==> config.mk <==
export PLATFORM = sky130hd
export DESIGN_NAME = belt_chime_ctrl
export DESIGN_NICKNAME = d
export VERILOG_FILES = /design/src/rtl/belt_pkg.sv /design/src/rtl/belt_tick_gen.sv /design/src/rtl/belt_chime_ctrl.sv
export SDC_FILE = /design/constraint.sdc
export NUM_CORES = 1
export LEC_CHECK = 0
export CAP_MARGIN = 10
export CORE_UTILIZATION = 45
export DETAILED_ROUTE_END_ITERATION = 16
export SLEW_MARGIN = 20
export SYNTH_ARGS = -nofsm -noshare
export SYNTH_HDL_FRONTEND = slang
export SYNTH_SLANG_ARGS = --single-unit
==> constraint.sdc <==
create_clock -name clk -period 3.4 [get_ports clk]
set_clock_uncertainty 0.2 [all_clocks]
set_input_delay 0.34 -clock clk [delete_from_list [all_inputs] [get_ports clk]]
set_output_delay 0.34 -clock clk [all_outputs]
set_load 0.02 [all_outputs]
==> src/rtl/belt_pkg.sv <==
// belt_pkg -- shared types and helpers for the seat-belt chime sequencer.
//
// Contents:
//   belt_state_t : sequencer state (IDLE, ARM, CHIME, LAMP)
//   cnt_w()      : counter width for a counter that must hold values 0..v-1
//                  with one spare bit ($clog2(v)+1), so compares never wrap.
package belt_pkg;

  typedef enum logic [1:0] {
    IDLE  = 2'd0,
    ARM   = 2'd1,
    CHIME = 2'd2,
    LAMP  = 2'd3
  } belt_state_t;

  function automatic int cnt_w(input int v);
    return $clog2(v) + 1;
  endfunction

endpackage

==> src/rtl/belt_tick_gen.sv <==
// belt_tick_gen -- timebase prescaler for the seat-belt chime sequencer.
//
// Counts 0..TICK_DIV-1 and flags the cycle where the count sits at its last
// value. Clearing restarts the count from 0 on the next edge.
//
// Ports:
//   clk   in  clock, rising edge
//   rst_n in  synchronous active-low reset
//   clear in  synchronous clear of the prescaler
//   tick  out high for the one cycle where prescaler = TICK_DIV-1
module belt_tick_gen
  import belt_pkg::*;
#(
  parameter int TICK_DIV = 4
) (
  input  logic clk,
  input  logic rst_n,
  input  logic clear,
  output logic tick
);

  localparam int PW = cnt_w(TICK_DIV);
  localparam logic [PW-1:0] PRE_LAST = PW'(TICK_DIV - 1);

  logic [PW-1:0] pre;

  always_ff @(posedge clk) begin
    if (!rst_n || clear) begin
      pre <= '0;
    end else if (pre == PRE_LAST) begin
      pre <= '0;
    end else begin
      pre <= pre + 1'b1;
    end
  end

  // With TICK_DIV = 1 the prescaler is stuck at 0, so every cycle is a tick.
  assign tick = (pre == PRE_LAST);

endmodule

==> src/rtl/belt_chime_ctrl.sv <==
// belt_chime_ctrl -- seat-belt warning sequencer.
//
// Turns the unbuckled-warning level into driver alerts: an arming delay,
// a chime burst with a blinking lamp, then a steady lamp. Dropping warn_in
// returns to IDLE immediately (outputs 0 on the edge that samples it low);
// re-raising it always restarts the full arming delay.
//
// Optional feature macro: BELT_SNOOZE_EN -- adds the snooze input; a snooze
// sampled high in CHIME skips straight to the steady lamp.
//
// Ports:
//   clk     in  clock, rising edge
//   rst_n   in  synchronous active-low reset
//   warn_in in  unbuckled-warning level (clk-synchronous)
//   snooze  in  driver acknowledge pulse (BELT_SNOOZE_EN builds only)
//   chime   out audible alert enable, registered
//   lamp    out belt lamp drive, registered
//   active  out high whenever the sequencer is not idle, registered
//
// Handshake: none; warn_in is a level, snooze a single-cycle pulse, both
// sampled on every rising edge.
module belt_chime_ctrl
  import belt_pkg::*;
#(
  parameter int TICK_DIV    = 4,
  parameter int ARM_TICKS   = 3,
  parameter int CHIME_TICKS = 4,
  parameter int BLINK_TICKS = 1
) (
  input  logic clk,
  input  logic rst_n,
  input  logic warn_in,
`ifdef BELT_SNOOZE_EN
  input  logic snooze,
`endif
  output logic chime,
  output logic lamp,
  output logic active
);

  localparam int TW = cnt_w((ARM_TICKS > CHIME_TICKS) ? ARM_TICKS : CHIME_TICKS);
  localparam int BW = cnt_w(BLINK_TICKS);
  localparam logic [TW-1:0] ARM_LAST   = TW'(ARM_TICKS - 1);
  localparam logic [TW-1:0] CHIME_LAST = TW'(CHIME_TICKS - 1);
  localparam logic [BW-1:0] BLINK_LAST = BW'(BLINK_TICKS - 1);

  belt_state_t   state;
  belt_state_t   state_nxt;
  logic [TW-1:0] tick_cnt;
  logic [BW-1:0] blink_cnt;
  logic          tick;
  logic          clear;
  logic          blink_flip;
  logic          snooze_hit;

`ifdef BELT_SNOOZE_EN
  assign snooze_hit = snooze;
`else
  assign snooze_hit = 1'b0;
`endif

  // Timebase restarts on every state change and stays parked while idle.
  assign clear = (state_nxt != state) || (state == IDLE);

  belt_tick_gen #(
    .TICK_DIV (TICK_DIV)
  ) u_tick_gen (
    .clk   (clk),
    .rst_n (rst_n),
    .clear (clear),
    .tick  (tick)
  );

  // Lamp flips on every BLINK_TICKS-th tick of the chime burst.
  assign blink_flip = (state == CHIME) && tick && (blink_cnt == BLINK_LAST);

  // Next-state decode; a low warn_in beats any tick or snooze event.
  always_comb begin
    state_nxt = state;
    case (state)
      IDLE: begin
        if (warn_in) state_nxt = ARM;
      end
      ARM: begin
        if (!warn_in) state_nxt = IDLE;
        else if (tick && (tick_cnt == ARM_LAST)) state_nxt = CHIME;
      end
      CHIME: begin
        if (!warn_in) state_nxt = IDLE;
        else if (snooze_hit || (tick && (tick_cnt == CHIME_LAST))) state_nxt = LAMP;
      end
      LAMP: begin
        if (!warn_in) state_nxt = IDLE;
      end
      default: state_nxt = IDLE;
    endcase
  end

  // State, counters and outputs share one register stage so the outputs
  // move on the same edge as the state they describe.
  always_ff @(posedge clk) begin
    if (!rst_n) begin
      state     <= IDLE;
      tick_cnt  <= '0;
      blink_cnt <= '0;
      chime     <= 1'b0;
      lamp      <= 1'b0;
      active    <= 1'b0;
    end else begin
      state <= state_nxt;

      // Only ARM and CHIME measure durations; LAMP holds the count so it
      // cannot run past its width.
      if (clear) begin
        tick_cnt <= '0;
      end else if (tick && ((state == ARM) || (state == CHIME))) begin
        tick_cnt <= tick_cnt + 1'b1;
      end

      if (clear) begin
        blink_cnt <= '0;
      end else if ((state == CHIME) && tick) begin
        blink_cnt <= blink_flip ? '0 : blink_cnt + 1'b1;
      end

      active <= (state_nxt != IDLE);
      chime  <= (state_nxt == CHIME);
      case (state_nxt)
        LAMP:    lamp <= 1'b1;
        CHIME:   lamp <= (state != CHIME) ? 1'b1 : (lamp ^ blink_flip);
        default: lamp <= 1'b0;
      endcase
    end
  end

endmodule

Word level (Yosys, flattened, before mapping)
Index checks and enable logic that the tools add are counted.
{"block": "word_totals", "mem_bits_ro": 0, "ram_bits": 0, "latch_bits": 0, "inputBits": 3, "reg_bits": 12, "out_inout_bits": 3, "memories": 0, "wordCells": 46}
{"block": "classes", "reduce_logical": 13, "n_addsub": 3, "n_shift": 0, "n_mux": 10, "n_mul": 0, "div_mod_pow": 0, "n_bitwise": 3, "magnitude_cmp": 0, "eq_ne": 10}
{"op": "$mux W2", "count": 6}
{"op": "$eq A3 B2 Y1 const B", "count": 3}
{"op": "$eq A2 B2 Y1 const B", "count": 4}
{"op": "$pmux W2 S4", "count": 1}
{"op": "$add A3 B1 Y3 const B", "count": 2}
{"op": "$logic_and A1 B1 Y1", "count": 5}
{"op": "$reduce_or A2 Y1", "count": 2}
{"op": "$logic_or A1 B1 Y1", "count": 3}
{"op": "$eq A2 B1 Y1 const B", "count": 1}
{"op": "$logic_not A2 Y1", "count": 1}
{"op": "$mux W1", "count": 2}
{"op": "$ne A2 B2 Y1", "count": 1}
{"op": "$ne A2 B2 Y1 const B", "count": 1}
{"op": "$not A1 Y1", "count": 2}
{"op": "$pmux W1 S2", "count": 1}
{"op": "$reduce_bool A2 Y1", "count": 1}
{"op": "$add A1 B1 Y1 const B", "count": 1}
{"op": "$logic_not A1 Y1", "count": 1}
{"op": "$xor A1 B1 Y1", "count": 1}

Depth between registers and ports, before layout
{"block": "depth", "depth_word": 9, "depth_mapped": 6, "mapped_depth_nobuf": 6}

Cells and area by module
A second synthesis with hierarchy kept.
{"block": "unflattened", "hier_cells": 71, "area_unflattened_um2": 673.1}
{"mod": "belt_chime_ctrl", "seq_area_each_um2": 180.2, "instances": 1, "area_per_inst_um2": 554.3, "cells_each": 62}
{"mod": "belt_tick_gen", "seq_area_each_um2": 60.1, "instances": 1, "area_per_inst_um2": 118.9, "cells_each": 9}

Worst setup path after synthesis
OpenSTA, ideal clock, no wires.
{"block": "synth_path", "kind": "register to register", "start": "register state[0]", "end": "register tick_cnt[1]", "setup_ns": 0.088, "stages_incl_launch_ff": 7, "arrival_time_ns": 1.808, "period_less_slack_ns": 2.096, "path_slack_ns": 1.304, "path_buffers": 0, "t_required_ns": 3.112, "cell_sequence": "dfxtp_1 inv_1 ha_1 o31ai_4 a211oi_1 a2111o_1 nor4_2"}
{"block": "synth_via", "elab_chain_len": 6, "elab_cells_between_ends": 16, "cone_classes": "eq/ne (4); mux (7); reduce/logical (5)"}
{"element": "start: declaration", "line_no": "belt_chime_ctrl.sv:47", "source": "belt_state_t state;"}
{"element": "start signal: assignment", "line_no": "belt_chime_ctrl.sv:110", "source": "state <= state_nxt;"}
{"element": "$mux W2 (on tied branches)", "line_no": "belt_chime_ctrl.sv:90, belt_chime_ctrl.sv:86"}
{"element": "$mux W2 (on tied branches)", "line_no": "belt_chime_ctrl.sv:89, belt_chime_ctrl.sv:85"}
{"element": "$pmux W2 S4", "line_no": "belt_chime_ctrl.sv:80", "source": "case (state)"}
{"element": "$ne A2 B2 Y1", "line_no": "belt_chime_ctrl.sv:63", "source": "assign clear = (state_nxt != state) || (state == IDLE);"}
{"element": "$logic_or A1 B1 Y1", "line_no": "belt_chime_ctrl.sv:63"}
{"element": "$reduce_or A2 Y1 (no source line)"}
{"element": "end signal: assignment", "line_no": "belt_chime_ctrl.sv:117", "source": "tick_cnt <= tick_cnt + 1'b1;"}
{"element": "end: declaration", "line_no": "belt_chime_ctrl.sv:49", "source": "logic [TW-1:0] tick_cnt;"}
Several ways; a longest one is shown, not always the timed one.
A chain may end at the register's enable or synchronous reset.

Worst setup path in the final report
Same ends and word-level chain as after synthesis.

==> flow_summary.ini <==
[run_status]
outcome = complete, no violations

[critical_path]
critical_path_arrival_ps = 2300
crit_fanout = 7
reg2regPathDepth = 6
cp-start-kind = register
ff2ff_setup_slack_ps = 1090
worstPathRequired_ps = 3390
r2r_end = tick_cnt[1]$_SDFFE_PP0P_
critPathCaptureType = register
path_class = register to register
r2r-start = state[0]$_SDFF_PN0_

[timing]
slew_violations = 0
finalCritPeriodShare_pct = 67.8
worst_pin_slew_ps = 669
setup_tns_ps = 0
max_freq_mhz = 433
maxSlewHeadroom_pct = 55.4
finalSetupViolCount = 0
finalHoldViolCount = 0
rsz0062_at_grt = no
final.setup.worst_slack_ps = 1090
period_minus_slack_ps = 2310

[power]
p_per_area_mw_per_mm2 = 387
peakVddDrop_mv = 0.232
p_leak_uw = 0.000301

[clocking]
cts_sinks = 12
htree_levels = 1
cts-resized-gates = 0
cts_setup_buffers = 0
cts-root-buf = clkbuf_4
cts-hold-fix-buffers = 0
clock_path_buffers = 2
clock_latency_ps = 280
cts_tree = built
cts.reportedPaths.clkPinSlew_ps = 80
cts_buffers = 3

[hold_path]
whs_endpoint = u_tick_gen.pre[0]$_SDFF_PP0_
hold_path.startpoint = u_tick_gen.pre[0]$_SDFF_PP0_
hp-class = register to register
worstHoldPathCells = 1

[drt]
drt-total-wl_um = 1230
drt-pass1-iter-count = 4
wl_per_cell_um = 12.8
drc = 0
routed_via_density = 5.55
vias = 533
drtAntennaViolNets = 0
drt_iter0_markers = 11

[logic_synthesis]
ys_warn_count = 0
synth_fp_nets = 85
ys.flop_type = dfxtp_1
ys_types = 26
avgSynthCellArea_um2 = 9.15
synth-seq-area-share_pct = 36.0
syn_area_um2 = 668
synth_cells = 73
synth_top_cell_by_area = dfxtp_1
synth_edf_count = 0
synthTopCellsByArea = dfxtp_1, ha_1, inv_1, nand2_1, o31ai_4
synth_top_area_share_pct = 36.0
synth.ff_latch_count = 12
async_reset_ff_share_pct = 0

[layout]
final_nets = 94
seqCellArea_um2 = 240
mostFrequentLayoutCells = dfxtp_1, ha_1, inv_1
multi_input_area_um2 = 394
area_growth_pct = 15.2
n_fill_cell = 130
drive_gt1_share_pct = 11.1
final_common_cell = dfxtp_1
diodes = 0

[global_routing]
grt_pass1_vias = 442
antenna_found_initial = 0
grt_pass1_wl_um = 2000
grt_start_max_net_pins = 14
grt.total_usage_pct = 19.0
overflow = 0

[floorplan]
fp.dieH_um = 40.5
rows = 13
die_w_um = 40.5
initial_utilization_pct = 50.1
core_area_mm2 = 0.00133
ios = 6
die_area_mm2 = 0.00164

[placed_design]
dpl_worst_slack_ps = 1100
place.port_buffers = 5
dp_hpwl_um = 908
place_congestion = 0.718

[flow_run]
drv_cap = 0
## per-stage QoR
stage | power [uW] | area, um2 | std cells | hold WS (ps) | utilization, %
after floorplan | 173 | 668 | 73 | 207 | -
after global placement | 185 | 733 | 92 | 229 | 55.0
after detailed placement | 185 | 733 | 92 | 230 | 55.0
after CTS | 304 | 769 | 96 | 242 | 57.7
after global routing | 316 | 769 | 96 | 271 | 57.7
final | 298 | 769 | 96 | 233 | 57.7
## state kept, by name, indices dropped and copies added, names as in the netlist
register        cells
blink_cnt           1
state               2
active              1
u_tick_gen.pre      3
lamp                1
chime               1
tick_cnt            3
## Yosys cell counts (all sizes together) (2+ instances only)
library cell and n:
nor3 2, inv 8, nand2 6, a31oi 2, and3 3, nor4 4, o22ai 2, a21oi 4
o21ai 3, nor2 4, dfxtp 12, ha 9, nor2b 2, xnor2 2
## final cells by class
cell class | instances | share of cell area (%)
clock buffers | 4 | 4.72
inverters | 8 | 3.90
multi-input cells | 52 | 51.2
flip-flops and latches | 12 | 31.2
well taps | 15 | 2.44
repair buffers | 5 | 6.50
## worst max-delay path by stage
stage                              startpoint                  endpoint  slack (ps)
after floorplan           state[0]$_SDFF_PN0_  tick_cnt[1]$_SDFFE_PP0P_        1300
after global placement    state[0]$_SDFF_PN0_  tick_cnt[1]$_SDFFE_PP0P_        1160
after detailed placement  state[0]$_SDFF_PN0_  tick_cnt[1]$_SDFFE_PP0P_        1100
after CTS                 state[0]$_SDFF_PN0_  tick_cnt[1]$_SDFFE_PP0P_        1080
after global routing      state[0]$_SDFF_PN0_  tick_cnt[1]$_SDFFE_PP0P_         950
final                     state[0]$_SDFF_PN0_  tick_cnt[1]$_SDFFE_PP0P_        1090
## where the power goes
| group | internal (uW) | leakage (uW) | switching, uW |
|---|---|---|---|
| sequential | 144 | 0.0000972 | 2.81 |
| clock | 65.2 | 0.0000210 | 51.4 |
| combinational | 14.0 | 0.000183 | 21.1 |
## logic make-up (layout without fill, tap and decap cells)
group,after synthesis,count (layout),share of synthesized area [%]
and+or+nand+nor,25,25,21.0
AOI/OAI and AO/OA,16,16,18.5
DFF,12,12,36.0
adders and majority gates,9,9,16.9
buffers and inverters,9,17,5.06
xor gates and xnor gates,2,2,2.62
## per-layer routing
layer | vias to the layer above | GRT usage (%) | wire length (um)
li1 | 278 | - | -
met1 | 240 | 24.3 | 619
met2 | 11 | 27.8 | 549
met3 | 4 | 5.00 | 37
met4 | 0 | 12.5 | 27
met5 | - | 0 | 0
## worst max-delay path, stage by stage, from the launching register on
cell and delay [ps]:
dfxtp_1 450, inv_1 90, ha_1 300, o31ai_4 280, a211oi_1 90, a2111o_1 520
nor4_2 290
Power figures use the tool's default switching activity.
==> RTL change (same flow settings) <==
The option `BELT_SNOOZE_EN` is turned on by a define.
--- a/src/rtl/belt_chime_ctrl.sv
+++ b/src/rtl/belt_chime_ctrl.sv
@@ -20,4 +20,6 @@
 // Handshake: none; warn_in is a level, snooze a single-cycle pulse, both
 // sampled on every rising edge.
+`define BELT_SNOOZE_EN
+
 module belt_chime_ctrl
   import belt_pkg::*;
Ports: changed (added snooze); port bits go from 6 to 7. The function was not compared with the original's and may differ.
==> RTL change against the unedited design <==
- routed wire length is 15% lower
- area after synthesis is 1.5% lower
- power shrank 2.9%
- worst setup slack better by 130 ps
- hold slack about the same
- clock power shrank 6%
- cell area is 0.98% lower
- sequential cell count stayed put
- die area shrank 1.4%
==> RTL change: results <==
[synthesis]
synthTopCellsByArea = dfxtp_1 (37%), ha_1 (17%), inv_1 (4.6%)
synth_compound_area_frac = 0.1730
synth_adder_area_share = 0.1711
synth-xor-area-share = 0.02662
async_reset_ff_frac = 0
synth_nets = 82
synth_cell_types = 28
synthCells = 69
yosys_warnings = 0
synth_common_cells = dfxtp_1 (12), ha_1 (9), inv_1 (8)
yosysSeqAreaShare = 0.3650

[clock_network]
path_clk_slew_ps = 70
cts-htree-levels = 1
cts_root_buffer = clkbuf_4
post_cts_buffers = 0
insertion_delay_ps = 260

[global_routing]
use_met1 = 0.1846
grt_pass1_wl_um = 1614
grt_max_degree = 14
grt_util_met3 = 0.08333
met2_usage = 0.2540
grt_use_total = 0.1563
grt_pass1_vias = 395

[route]
drt-met1-wl_um = 494
wl_met3_um = 50
drt_first_pass_iters = 2
num_vias = 500
top_layer = met3
dr_wl_met2_um = 497
drt-total-wl_um = 1042
drt-initial-drc-count = 5

[critical_path]
cp_max_fo = 13
crit_start = u_tick_gen.pre[0]
critPathSlowestCell = o31ai_2
slowest_delay_ps = 530
crit_arrival_ps = 2100

[layout]
layout-drive-gt1-share = 0.1026
fill_cells = 129
nets = 92
instances_no_fill = 93
fin_util = 0.5713

[pwr]
max-vdd-ir-drop_uv = 267.3
power_leakage_nw = 0.3001
internal_power_mw = 0.2225

[place]
dpl.cell_count = 89
gp_congestion = 0.6746
place_hpwl_um = 840.5
placedInstanceArea_um2 = 725.7
portBuffers = 6

[sta]
fin_ws_ps = 1224
worst_pin_slew_ps = 599.1
whs_ps = 232.7

[run_status]
outcome = complete, no violations
RTL change: cell type report:
cell class | instances | share of cell area
multi-input cells | 48 | 0.4943
flip-flops and latches | 12 | 0.3153
repair buffers | 6 | 0.07882
clock buffers | 4 | 0.04762
inverters | 8 | 0.03941
well taps | 15 | 0.02463
RTL change: critical path: cells and delay by family (launching register included):
kind | cells | cell delay (ps)
adders and majority gates | 2 | 530
and+or+nand+nor | 3 | 440
DFF | 1 | 340
AOI/OAI and AO/OA | 1 | 530
RTL change: power by group through the flow:
stage,Sequential (mW),Clock (mW),Combinational (mW)
2_1_floorplan,0.150,0,0.0208
3_3_place_gp,0.149,0,0.0341
3_5_place_dp,0.149,0,0.0343
4_1_cts,0.146,0.117,0.0344
5_1_grt,0.147,0.123,0.0385
6_report,0.146,0.110,0.0337
RTL change: cell families after synthesis:
logic type	Yosys count
xor+xnor	2
buf+inv	9
simple gates	22
fa+ha+maj	9
compound gates	15
flops	12
